--- src/rtl/fifo_ctrl_if.sv ---
// Requester-side handshake bundle for the FIFO pointer/flag controller.
// Carries push/pop requests, thresholds, memory strobes/addresses and status flags.
interface fifo_ctrl_if #(
  parameter int ADDR_WIDTH = 3
);
  logic                  push;
  logic                  pop;
  logic [ADDR_WIDTH:0]   af_thresh;
  logic [ADDR_WIDTH:0]   ae_thresh;
  logic                  write_enable;
  logic                  read_enable;
  logic [ADDR_WIDTH-1:0] write_addr;
  logic [ADDR_WIDTH-1:0] read_addr;
  logic [ADDR_WIDTH:0]   count;
  logic                  full;
  logic                  empty;
  logic                  almost_full;
  logic                  almost_empty;
  logic                  data_valid;
  logic                  error;

  modport master (
    output push, pop, af_thresh, ae_thresh,
    input  write_enable, read_enable,
    input  write_addr, read_addr, count,
    input  full, empty, almost_full, almost_empty,
    input  data_valid, error
  );

  modport slave (
    input  push, pop, af_thresh, ae_thresh,
    output write_enable, read_enable,
    output write_addr, read_addr, count,
    output full, empty, almost_full, almost_empty,
    output data_valid, error
  );
endinterface

--- src/rtl/fifo_ctrl.sv ---
// Pointer/flag controller for an 8x10 dual-port FIFO memory.
// Define FIFO_CTRL_STICKY_ERR_EN to make error latch until reset.
module fifo_ctrl #(
  parameter int MEM_WIDTH  = 10,
  parameter int ADDR_WIDTH = 3
) (
  input  logic       clk,
  input  logic       reset,
  fifo_ctrl_if.slave bus
);
  // memory width has no data path here; it only travels with the config
  localparam int AW = ADDR_WIDTH + 0 * MEM_WIDTH;
  localparam int CW = AW + 1;
  localparam logic [CW-1:0] DEPTH = CW'(1 << AW);

  logic [AW-1:0] wr_ptr;
  logic [AW-1:0] rd_ptr;
  logic [CW-1:0] cnt;
  logic          dv;
  logic          err;
  logic          full;
  logic          empty;
  logic          push_ok;
  logic          pop_ok;
  logic          bad;

  assign full    = (cnt == DEPTH);
  assign empty   = (cnt == '0);
  assign push_ok = bus.push & ~full & ~reset;
  assign pop_ok  = bus.pop & ~empty & ~reset;
  assign bad     = (bus.push & full) | (bus.pop & empty);

  always_ff @(posedge clk) begin
    if (reset) begin
      wr_ptr <= '0;
      rd_ptr <= '0;
      cnt    <= '0;
      dv     <= 1'b0;
      err    <= 1'b0;
    end else begin
      if (push_ok) wr_ptr <= wr_ptr + 1'b1;
      if (pop_ok)  rd_ptr <= rd_ptr + 1'b1;
      cnt <= cnt + CW'(push_ok) - CW'(pop_ok);
      dv  <= pop_ok;
`ifdef FIFO_CTRL_STICKY_ERR_EN
      err <= err | bad;
`else
      err <= bad;
`endif
    end
  end

  assign bus.write_enable = push_ok;
  assign bus.read_enable  = pop_ok;
  assign bus.write_addr   = wr_ptr;
  assign bus.read_addr    = rd_ptr;
  assign bus.count        = cnt;
  assign bus.full         = full;
  assign bus.empty        = empty;
  assign bus.almost_full  = (cnt >= bus.af_thresh);
  assign bus.almost_empty = (cnt <= bus.ae_thresh);
  assign bus.data_valid   = dv;
  assign bus.error        = err;
endmodule
--- src/flat_wrapper.sv ---
// flat-port wrapper written by rule: the top's interface ports become plain ports
module fifo_ctrl_flat 
#(
  parameter int MEM_WIDTH  = 10,
  parameter int ADDR_WIDTH = 3
)
  (clk, reset, bus_push, bus_pop, bus_af_thresh, bus_ae_thresh, bus_write_enable, bus_read_enable, bus_write_addr, bus_read_addr, bus_count, bus_full, bus_empty, bus_almost_full, bus_almost_empty, bus_data_valid, bus_error);
  fifo_ctrl_if #(.ADDR_WIDTH(ADDR_WIDTH)) bus_i ();
  input  logic clk;
  input  logic reset;
  input wire logic [$bits(bus_i.push)-1:0] bus_push;
  input wire logic [$bits(bus_i.pop)-1:0] bus_pop;
  input wire logic [$bits(bus_i.af_thresh)-1:0] bus_af_thresh;
  input wire logic [$bits(bus_i.ae_thresh)-1:0] bus_ae_thresh;
  output wire logic [$bits(bus_i.write_enable)-1:0] bus_write_enable;
  output wire logic [$bits(bus_i.read_enable)-1:0] bus_read_enable;
  output wire logic [$bits(bus_i.write_addr)-1:0] bus_write_addr;
  output wire logic [$bits(bus_i.read_addr)-1:0] bus_read_addr;
  output wire logic [$bits(bus_i.count)-1:0] bus_count;
  output wire logic [$bits(bus_i.full)-1:0] bus_full;
  output wire logic [$bits(bus_i.empty)-1:0] bus_empty;
  output wire logic [$bits(bus_i.almost_full)-1:0] bus_almost_full;
  output wire logic [$bits(bus_i.almost_empty)-1:0] bus_almost_empty;
  output wire logic [$bits(bus_i.data_valid)-1:0] bus_data_valid;
  output wire logic [$bits(bus_i.error)-1:0] bus_error;
  assign bus_i.push = bus_push;
  assign bus_i.pop = bus_pop;
  assign bus_i.af_thresh = bus_af_thresh;
  assign bus_i.ae_thresh = bus_ae_thresh;
  assign bus_write_enable = bus_i.write_enable;
  assign bus_read_enable = bus_i.read_enable;
  assign bus_write_addr = bus_i.write_addr;
  assign bus_read_addr = bus_i.read_addr;
  assign bus_count = bus_i.count;
  assign bus_full = bus_i.full;
  assign bus_empty = bus_i.empty;
  assign bus_almost_full = bus_i.almost_full;
  assign bus_almost_empty = bus_i.almost_empty;
  assign bus_data_valid = bus_i.data_valid;
  assign bus_error = bus_i.error;
  fifo_ctrl #(.MEM_WIDTH(MEM_WIDTH), .ADDR_WIDTH(ADDR_WIDTH)) u_core (.clk(clk), .reset(reset), .bus(bus_i));
endmodule
--- config.mk ---
export PLATFORM = sky130hd
export DESIGN_NAME = fifo_ctrl_flat
export DESIGN_NICKNAME = d
export VERILOG_FILES = /design/src/rtl/fifo_ctrl_if.sv /design/src/rtl/fifo_ctrl.sv /design/src/flat_wrapper.sv
export SDC_FILE = /design/constraint.sdc
export NUM_CORES = 1
export LEC_CHECK = 0
export ABC_AREA = 1
export CAP_MARGIN = 30
export CORE_MARGIN = 2
export CORE_UTILIZATION = 44
export CTS_CLUSTER_DIAMETER = 120
export DETAILED_ROUTE_END_ITERATION = 10
export MAX_ROUTING_LAYER = met4
export PLACE_DENSITY = 0.78
export SKIP_CTS_REPAIR_TIMING = 1
export SLEW_MARGIN = 25
export SYNTH_ARGS = -nofsm -noshare
export SYNTH_HDL_FRONTEND = slang
export SYNTH_SLANG_ARGS = --single-unit
--- constraint.sdc ---
create_clock -name clk -period 2.9 [get_ports clk]
set_input_delay 0.58 -clock clk [delete_from_list [all_inputs] [get_ports clk]]
set_output_delay 0.58 -clock clk [all_outputs]
set_load 0.05 [all_outputs]
==> results.cfg <==
[outcome]
status = complete, no violations

[sta]
finalMaxSlewViolations = 0
rsz0062_at_grt = false
hold_ws_ns = 0.492
clock.fmax_mhz = 402
tightest_slew_ns = 0.503
fin_crit_ns = 2.48
period_share = 0.857
tns_ns = 0
slew_headroom = 0.664
hold_violations = 0
setup_violations = 0
skew_ns = 0.00328

[layout]
diodes = 0
final_common_cell = clkdlybuf4s50_1
instances_no_fill = 170
finish.utilization = 0.693
mostFrequentLayoutCells = 25 x clkdlybuf4s50_1, 23 x inv_1, 16 x ha_1
final_nets = 175
drive_gt1_frac = 0.152
design_area_sq_um = 1240
area_delta_synth_final_pct = 44.4
fillers = 144

[routing]
drcViolationCount = 0
antenna_left = 0
vias = 777
vias_per_cell = 4.57
wl_per_cell_um = 10.6
drt_iter0_drc = 3
routed_wl_um = 1800
dr.pass1.iters = 3

[critical_path]
worst_setup_path_end_kind = primary output
start_kind = flop
r2r-start = u_core.bus.count[2]
cp.arrival_ns = 1.90
r2r_slack_ns = 0.62
reg2reg_depth = 12
crit_path_max_fanout = 7
path_class = flop to primary output
critPathLaunch = u_core.bus.count[2]
cp_data_required_time_ns = 2.32

[synth]
syn_area_per_cell_sq_um = 7.64
synth_area_sq_um = 856
syn-num-nets = 141
seq_area_frac_synth = 0.281
netlist-cell-type-count = 19
ys_ff_latch = 12
syn_inst = 112
ys_warn_count = 0

[power_and_ir_drop]
ir_drop_mv = 0.681
p_leak_uw = 0.000600
power_density_nw_per_um2 = 1080

[floorplan]
start_util = 0.480
design.die.area_sq_um = 2310
num_rows = 15
die-height_um = 48.1
io_pins = 30
core_sq_um = 1780
die_w_um = 48.1

[global_routing]
grt_pass1_vias = 791
grt_usage = 0.194
grt_pass1_wl_um = 3000
antenna_found_initial = 0
overflow = 0
grt_max_degree = 8

[place]
dp_hpwl_um = 1540
portBuffers = 29
gp_congestion = 0.689
placed_area_sq_um = 1200
placedCellCount = 166

[clock_tree]
clk_pin_slew_ns = 0.07
tritoncts = done
clk_latency_ns = 0.27
clkSinkCount = 12
htreeDepth = 1
cts_inserted_buffers = 3
clock-root-buffer = clkbuf_4
cts.path.max_buffers = 2

[flow_run]
cap_violations = 0

[hold_path]
hp-class = flop to flop
hp-start = u_core.bus.read_addr[1]
hold_depth = 2
==> where the power goes <==
group          total (uW)  internal [uW]  switching (uW)
sequential            266            211            54.4
combinational         934            350             584
clock                 133           76.3            56.9
==> layer usage <==
layer / GRT usage / share of wire / vias up
met1: 0.195 / 0.43 / 330
met5: - / 0 / -
li1: - / - / 424
met4: 0.0973 / 0.0055 / 0
met3: 0.0222 / 0.039 / 2
met2: 0.365 / 0.52 / 21
==> registers in the layout, summed over array words and instances (netlist names) <==
signal,flops
u_core.bus.read_addr,3
u_core.bus.write_addr,3
u_core.bus.error,1
u_core.bus.data_valid,1
u_core.bus.count,4
==> cell type report <==
type	count	area (sq um)	area share
timing repair buffer	30	313	0.253
sequential	12	240	0.194
inverter	25	95.1	0.0769
multi-input combinational	74	520	0.421
tap	25	31.3	0.0253
clock buffer	4	36.3	0.0294
==> path summary, 6_finish.rpt <==
check | to
max | bus_empty
min | u_core.bus.read_addr[1]
max reg2reg | u_core.bus.count[2]
min reg2reg | u_core.bus.read_addr[1]
==> critical path: stages (launching register included) <==
cell and delay [ns]:
dfxtp_1 0.35, inv_1 0.12, ha_1 0.21, nand2_4 0.09, inv_2 0.07, clkdlybuf4s50_1 0.80
==> cells by family (layout without fill, tap and decap cells) <==
kind of cell,count (synthesis),count (layout),share of synthesized area
flops,12,12,0.281
xor+xnor,1,1,0.0102
compound gates,12,12,0.0819
simple gates,44,44,0.253
buf+inv,26,59,0.117
fa+ha+maj,17,17,0.257
==> Yosys cell counts <==
| library cell | count | share of area |
|---|---|---|
| inv_1 | 23 | 0.10 |
| ha_1 | 16 | 0.23 |
| nor2_1 | 13 | 0.057 |
| dfxtp_1 | 12 | 0.28 |
| nand2_1 | 12 | 0.053 |
| nand3_1 | 9 | 0.053 |
| a21oi_1 | 7 | 0.041 |
| nand2_2 | 4 | 0.029 |
| nand4_1 | 3 | 0.022 |
| a21oi_2 | 2 | 0.020 |
| nand2_4 | 2 | 0.026 |
| o21ai_0 | 2 | 0.012 |
| buf_2 | 1 | 0.0058 |
| clkinv_2 | 1 | 0.0058 |
| fa_1 | 1 | 0.023 |
| inv_2 | 1 | 0.0044 |
| nor2_4 | 1 | 0.013 |
| o21bai_1 | 1 | 0.0088 |
| xnor2_1 | 1 | 0.010 |
==> per-stage QoR <==
step	power [uW]	setup WS, ns
floorplan	913	-0.0403
finish	1330	0.415
CTS	1350	0.399
detailed placement	1210	0.245
global route	1450	0.310
global placement	1190	0.297
Note: power is estimated with default switching activity, not from simulation.
